$ cat src/rtl/i2s_codec_link_if.sv
// Signal bundle between the I2S codec link and its sample/codec side.
// The master view belongs to the link; the slave view to whatever feeds and consumes it.
interface i2s_codec_link_if;
  logic [15:0] sample_in;
  logic        iAUD_ADCDAT;
  logic        oAUD_BCK;
  logic        oAUD_LRCK;
  logic        oAUD_ADCLRCK;
  logic        oAUD_DATA;
  logic [15:0] sample_out;
  logic        sample_valid;

  modport master (
    input  sample_in, iAUD_ADCDAT,
    output oAUD_BCK, oAUD_LRCK, oAUD_ADCLRCK, oAUD_DATA, sample_out, sample_valid
  );

  modport slave (
    output sample_in, iAUD_ADCDAT,
    input  oAUD_BCK, oAUD_LRCK, oAUD_ADCLRCK, oAUD_DATA, sample_out, sample_valid
  );
endinterface

$ cat src/rtl/i2s_codec_link.sv
// I2S master link: generates BCK/LRCK, serialises a 16-bit DAC word per frame and
// captures the left-channel 16-bit ADC word; all outputs come straight from registers.
module i2s_codec_link #(
  parameter int BCK_HALF = 3,
  parameter bit DAC_DUP  = 1'b1
) (
  input  logic              clk18,
  input  logic              reset_n,
  i2s_codec_link_if.master  bus
);
  localparam logic [3:0] DIV_LAST = 4'(BCK_HALF - 1);

  logic [3:0]  div_reg;
  logic        bck_reg;
  logic [5:0]  bitcnt_reg;
  logic [15:0] word_reg;
  logic [15:0] shift_reg;
  logic [15:0] out_reg;
  logic        data_reg;
  logic        valid_reg;

  logic        tick;
  logic        fall_evt;
  logic        rise_evt;
  logic [5:0]  bitcnt_next;
  logic [4:0]  slot_next;
  logic [3:0]  bit_idx;
  logic [15:0] word_next;
  logic        data_next;
  logic        adc_slot;

  always_comb begin
    tick        = (div_reg == DIV_LAST);
    fall_evt    = tick && bck_reg;
    rise_evt    = tick && !bck_reg;
    bitcnt_next = bitcnt_reg + 6'd1;
    // The new word is latched on the wrap and is the one the whole next frame uses.
    word_next   = (bitcnt_reg == 6'd63) ? bus.sample_in : word_reg;
    slot_next   = bitcnt_next[4:0];
    bit_idx     = 4'(5'd16 - slot_next);
    data_next   = 1'b0;
    if ((slot_next >= 5'd1) && (slot_next <= 5'd16) && (!bitcnt_next[5] || DAC_DUP))
      data_next = word_next[bit_idx];
    adc_slot    = !bitcnt_reg[5] && (bitcnt_reg[4:0] >= 5'd1) && (bitcnt_reg[4:0] <= 5'd16);
  end

  always_ff @(posedge clk18) begin
    if (!reset_n) begin
      div_reg    <= '0;
      bck_reg    <= 1'b0;
      bitcnt_reg <= '0;
      word_reg   <= '0;
      shift_reg  <= '0;
      out_reg    <= '0;
      data_reg   <= 1'b0;
      valid_reg  <= 1'b0;
    end else begin
      valid_reg <= 1'b0;
      if (tick) begin
        div_reg <= '0;
        bck_reg <= ~bck_reg;
      end else begin
        div_reg <= div_reg + 4'd1;
      end
      if (fall_evt) begin
        bitcnt_reg <= bitcnt_next;
        word_reg   <= word_next;
        data_reg   <= data_next;
        if (bitcnt_reg == 6'd31) begin
          out_reg   <= shift_reg;
          valid_reg <= 1'b1;
        end
      end
      // ADC data is sampled mid-bit, on the rising BCK edge, left slots only.
      if (rise_evt && adc_slot)
        shift_reg <= {shift_reg[14:0], bus.iAUD_ADCDAT};
    end
  end

  assign bus.oAUD_BCK     = bck_reg;
  assign bus.oAUD_LRCK    = bitcnt_reg[5];
  assign bus.oAUD_ADCLRCK = bitcnt_reg[5];
  assign bus.oAUD_DATA    = data_reg;
  assign bus.sample_out   = out_reg;
  assign bus.sample_valid = valid_reg;
endmodule

$ cat src/flat_wrapper.sv
// flat-port wrapper written by rule: the top's interface ports become plain ports
module i2s_codec_link_flat 
#(
  parameter int BCK_HALF = 3,
  parameter bit DAC_DUP  = 1'b1
)
  (clk18, reset_n, bus_sample_in, bus_iAUD_ADCDAT, bus_oAUD_BCK, bus_oAUD_LRCK, bus_oAUD_ADCLRCK, bus_oAUD_DATA, bus_sample_out, bus_sample_valid);
  i2s_codec_link_if bus_i ();
  input  logic clk18;
  input  logic reset_n;
  input wire logic [$bits(bus_i.sample_in)-1:0] bus_sample_in;
  input wire logic [$bits(bus_i.iAUD_ADCDAT)-1:0] bus_iAUD_ADCDAT;
  output wire logic [$bits(bus_i.oAUD_BCK)-1:0] bus_oAUD_BCK;
  output wire logic [$bits(bus_i.oAUD_LRCK)-1:0] bus_oAUD_LRCK;
  output wire logic [$bits(bus_i.oAUD_ADCLRCK)-1:0] bus_oAUD_ADCLRCK;
  output wire logic [$bits(bus_i.oAUD_DATA)-1:0] bus_oAUD_DATA;
  output wire logic [$bits(bus_i.sample_out)-1:0] bus_sample_out;
  output wire logic [$bits(bus_i.sample_valid)-1:0] bus_sample_valid;
  assign bus_i.sample_in = bus_sample_in;
  assign bus_i.iAUD_ADCDAT = bus_iAUD_ADCDAT;
  assign bus_oAUD_BCK = bus_i.oAUD_BCK;
  assign bus_oAUD_LRCK = bus_i.oAUD_LRCK;
  assign bus_oAUD_ADCLRCK = bus_i.oAUD_ADCLRCK;
  assign bus_oAUD_DATA = bus_i.oAUD_DATA;
  assign bus_sample_out = bus_i.sample_out;
  assign bus_sample_valid = bus_i.sample_valid;
  i2s_codec_link #(.BCK_HALF(BCK_HALF), .DAC_DUP(DAC_DUP)) u_core (.clk18(clk18), .reset_n(reset_n), .bus(bus_i));
endmodule
$ cat config.mk
export PLATFORM = sky130hd
export DESIGN_NAME = i2s_codec_link_flat
export DESIGN_NICKNAME = d
export VERILOG_FILES = /design/src/rtl/i2s_codec_link_if.sv /design/src/rtl/i2s_codec_link.sv /design/src/flat_wrapper.sv
export SDC_FILE = /design/constraint.sdc
export NUM_CORES = 1
export LEC_CHECK = 0
export BUFFER_PORTS_ARGS = -buffer_cell sky130_fd_sc_hd__clkbuf_2
export CORE_UTILIZATION = 45
export DETAILED_ROUTE_END_ITERATION = 8
export PLACE_DENSITY_LB_ADDON = 0.1
export SYNTH_ARGS = -nofsm -noshare
export SYNTH_HDL_FRONTEND = slang
export SYNTH_SLANG_ARGS = --single-unit
$ cat constraint.sdc
create_clock -name clk18 -period 2.21 [get_ports clk18]
set_clock_uncertainty 0.15 [all_clocks]
set_input_delay 0.221 -clock clk18 [delete_from_list [all_inputs] [get_ports clk18]]
set_output_delay 0.221 -clock clk18 [all_outputs]
set_load 0.005 [all_outputs]
==> flow_summary.ini <==
[logic_synthesis]
yosysSeqAreaShare_pct = 42.7
synth_edf_count = 0
ys_ff_latch = 61
ys_top_cells_by_area = dfxtp_1, a21boi_0, nand2_1
synth_top_area_share_pct = 42.7
syn_nets = 347
yosysWarnings = 0
yosysTopAreaCell = dfxtp_1
async_reset_ff_share_pct = 0
synth_area_um2 = 2860
synth_cell_types = 45
syn_area_per_cell_um2 = 8.86
synthCells = 323
synthFlopType = dfxtp_1

[pwr]
powerDensity_nw_per_um2 = 642
p_leak_nw = 1.47
peakVddDrop_v = 0.000546
fin_total_pwr_mw = 2.30

[sta]
setup_viol = 0
fmax_mhz = 472
slew_viol_final = 0
finalSetupTns_ns = 0
worst_pin_slew_ns = 0.485
period_share_pct = 95.9
hold_violations = 0
fin_ws_ns = 0.0916
fin_crit_ns = 2.12
slew_headroom_pct = 67.6
rsz0062_at_grt = false
timing.hold.ws_ns = 0.299

[finish]
drive_gt1_share_pct = 22.1
fin_nets = 408
area_growth_pct = 25.0
layout_common_cells = nand2_1, dfxtp_1, clkbuf_2
layout_commonest_cell = nand2_1
fillers = 552
final_area_um2 = 3580
antenna_cells = 0

[global_route]
grt_max_degree = 30
grt_pass1_vias = 2110
grt_pass1_wl_um = 9830
grt_antenna_before_repair = 0
globalRouteOverflowTotal = 0
grt_usage_pct = 19.7

[clock_tree]
post_cts_buffers = 0
insertion_delay_ns = 0.34
cts_buffers = 9
clock-sinks = 61
clk_pin_slew_ns = 0.07
clock-root-buffer = clkbuf_8
clk_path_buf_depth = 2
cts_max_level = 3
cts_tree = built

[floorplanning]
io_pins = 40
core_um2 = 6030
num_rows = 28
fp.dieW_um = 81.8
start_util_pct = 47.5
die_y_um = 81.8
die_area_um2 = 6680

[outcome]
status = finished, final reports clean

[critical_path]
worstSetupEndpointType = register
arrival_ns = 2.20
worst_path_max_delay_cell = mux4_2
crit_chain = ha_1, and4_4, and2_4, mux4_2, and3_1, a21oi_2, a211oi_1
cp.required_ns = 2.29
critPathKind = reg2reg
critPathTopFamily = simple AND/OR/NAND/NOR gates
start_kind = register
slowest_delay_ns = 0.49
critPathBufInv = 0
path_max_fanout = 8

[placed_design]
portBuffers = 39
globalplace.congestion = 0.804
dp_slack_ns = 0.0409
placed_area_um2 = 3190
hpwl_um = 3940

[detailed_routing]
vias = 2356
drt_iter0_markers = 96
finalWirelength_um = 6060
dr.pass1.iters = 4
drc = 0
detail_route.wl_per_cell_um = 13.1
drtAntennaViolNets = 0
viasPerCell = 5.08

[job]
max_cap_viol_count = 0

[worst_hold_path]
hp-class = in2reg
==> power breakdown <==
part	internal [mW]	switching, mW
Combinational	0.0935	0.0735
Clock	0.546	0.458
Sequential	1.11	0.0147
Total	1.75	0.546
==> metal layers <==
layer  global-route usage (%)  share of wire [%]  up-vias
met4                     7.37                1.5        0
li1                         -                  -     1238
met2                     29.5                 43       54
met3                     6.22                4.5        9
met5                        0                  0        -
met1                     26.3                 51     1055
==> worst reg2reg max path: stages (launching register included) <==
cell      delay (ns)
dfxtp_4         0.39
ha_1            0.17
and4_4          0.26
and2_4          0.18
mux4_2          0.49
and3_1          0.20
a21oi_2         0.10
a211oi_1        0.07
==> cell usage after synthesis, types with 2 or more instances <==
library cell	count
mux4_2	2
nor4_1	3
nor2_1	8
xnor2_1	5
ha_1	5
nor3_1	3
and3_1	3
and2_1	8
a21boi_1	3
buf_6	2
o21ai_0	5
nor2b_1	20
dfxtp_1	61
nand2b_1	4
nand2_1	60
xor2_1	3
a22oi_1	2
a211oi_1	6
mux2i_1	18
a21boi_0	30
buf_4	4
nand3_1	22
clkbuf_1	11
or3_1	2
a21oi_1	6
buf_2	6
inv_1	3
==> final cells by class <==
class                           instances  area [um2]  share of cell area, %
Multi-Input combinational cell        235        1520                   42.5
Sequential cell                        61        1230                   34.3
Timing Repair Buffer                   74         526                   14.7
Clock buffer                           10         138                   3.84
Tap cell                               75        93.8                   2.62
Clock inverter                          6        62.6                   1.75
Inverter                                3        11.3                  0.315
==> cell families (layout without fill, tap and decap cells) <==
kind of cell | count (synthesis) | in the layout | share of synthesized area [%]
DFF | 61 | 61 | 42.7
xor gates and xnor gates | 8 | 8 | 2.45
buffers and inverters | 27 | 93 | 4.85
and+or+nand+nor | 140 | 140 | 24.5
adders and majority gates | 5 | 5 | 2.19
AOI/OAI and AO/OA | 62 | 62 | 15.5
muxes | 20 | 20 | 7.87
==> stage by stage <==
step,cells,utilization [%]
finish,464,59.4
global route,464,59.4
CTS,464,59.1
detailed placement,431,52.9
global placement,431,52.9
floorplan,323,-
==> worst paths after layout <==
| check | from | to | slack, ns | depth (start not counted) |
|---|---|---|---|---|
| setup / recovery | u_core.bitcnt_reg[1]$_SDFFE_PN0P_ | u_core.bus.oAUD_DATA$_SDFFE_PN0P_ | 0.09 | 7 |
| hold / removal | reset_n | u_core.bitcnt_reg[1]$_SDFFE_PN0P_ | 0.30 | 2 |
| setup reg to reg | u_core.bitcnt_reg[1]$_SDFFE_PN0P_ | u_core.bus.oAUD_DATA$_SDFFE_PN0P_ | 0.09 | 7 |
| hold reg to reg | u_core.bus.sample_out[10]$_SDFFE_PN0P_ | u_core.bus.sample_out[10]$_SDFFE_PN0P_ | 0.31 | 2 |
==> repair_timing <==
action,CTS,global route
endpoints found under the setup margin,0,5
endpoints found under the hold margin,17,0
resized for setup,0,4
hold buffers,17,0
No activity file was read; power rests on OpenSTA's default activity.
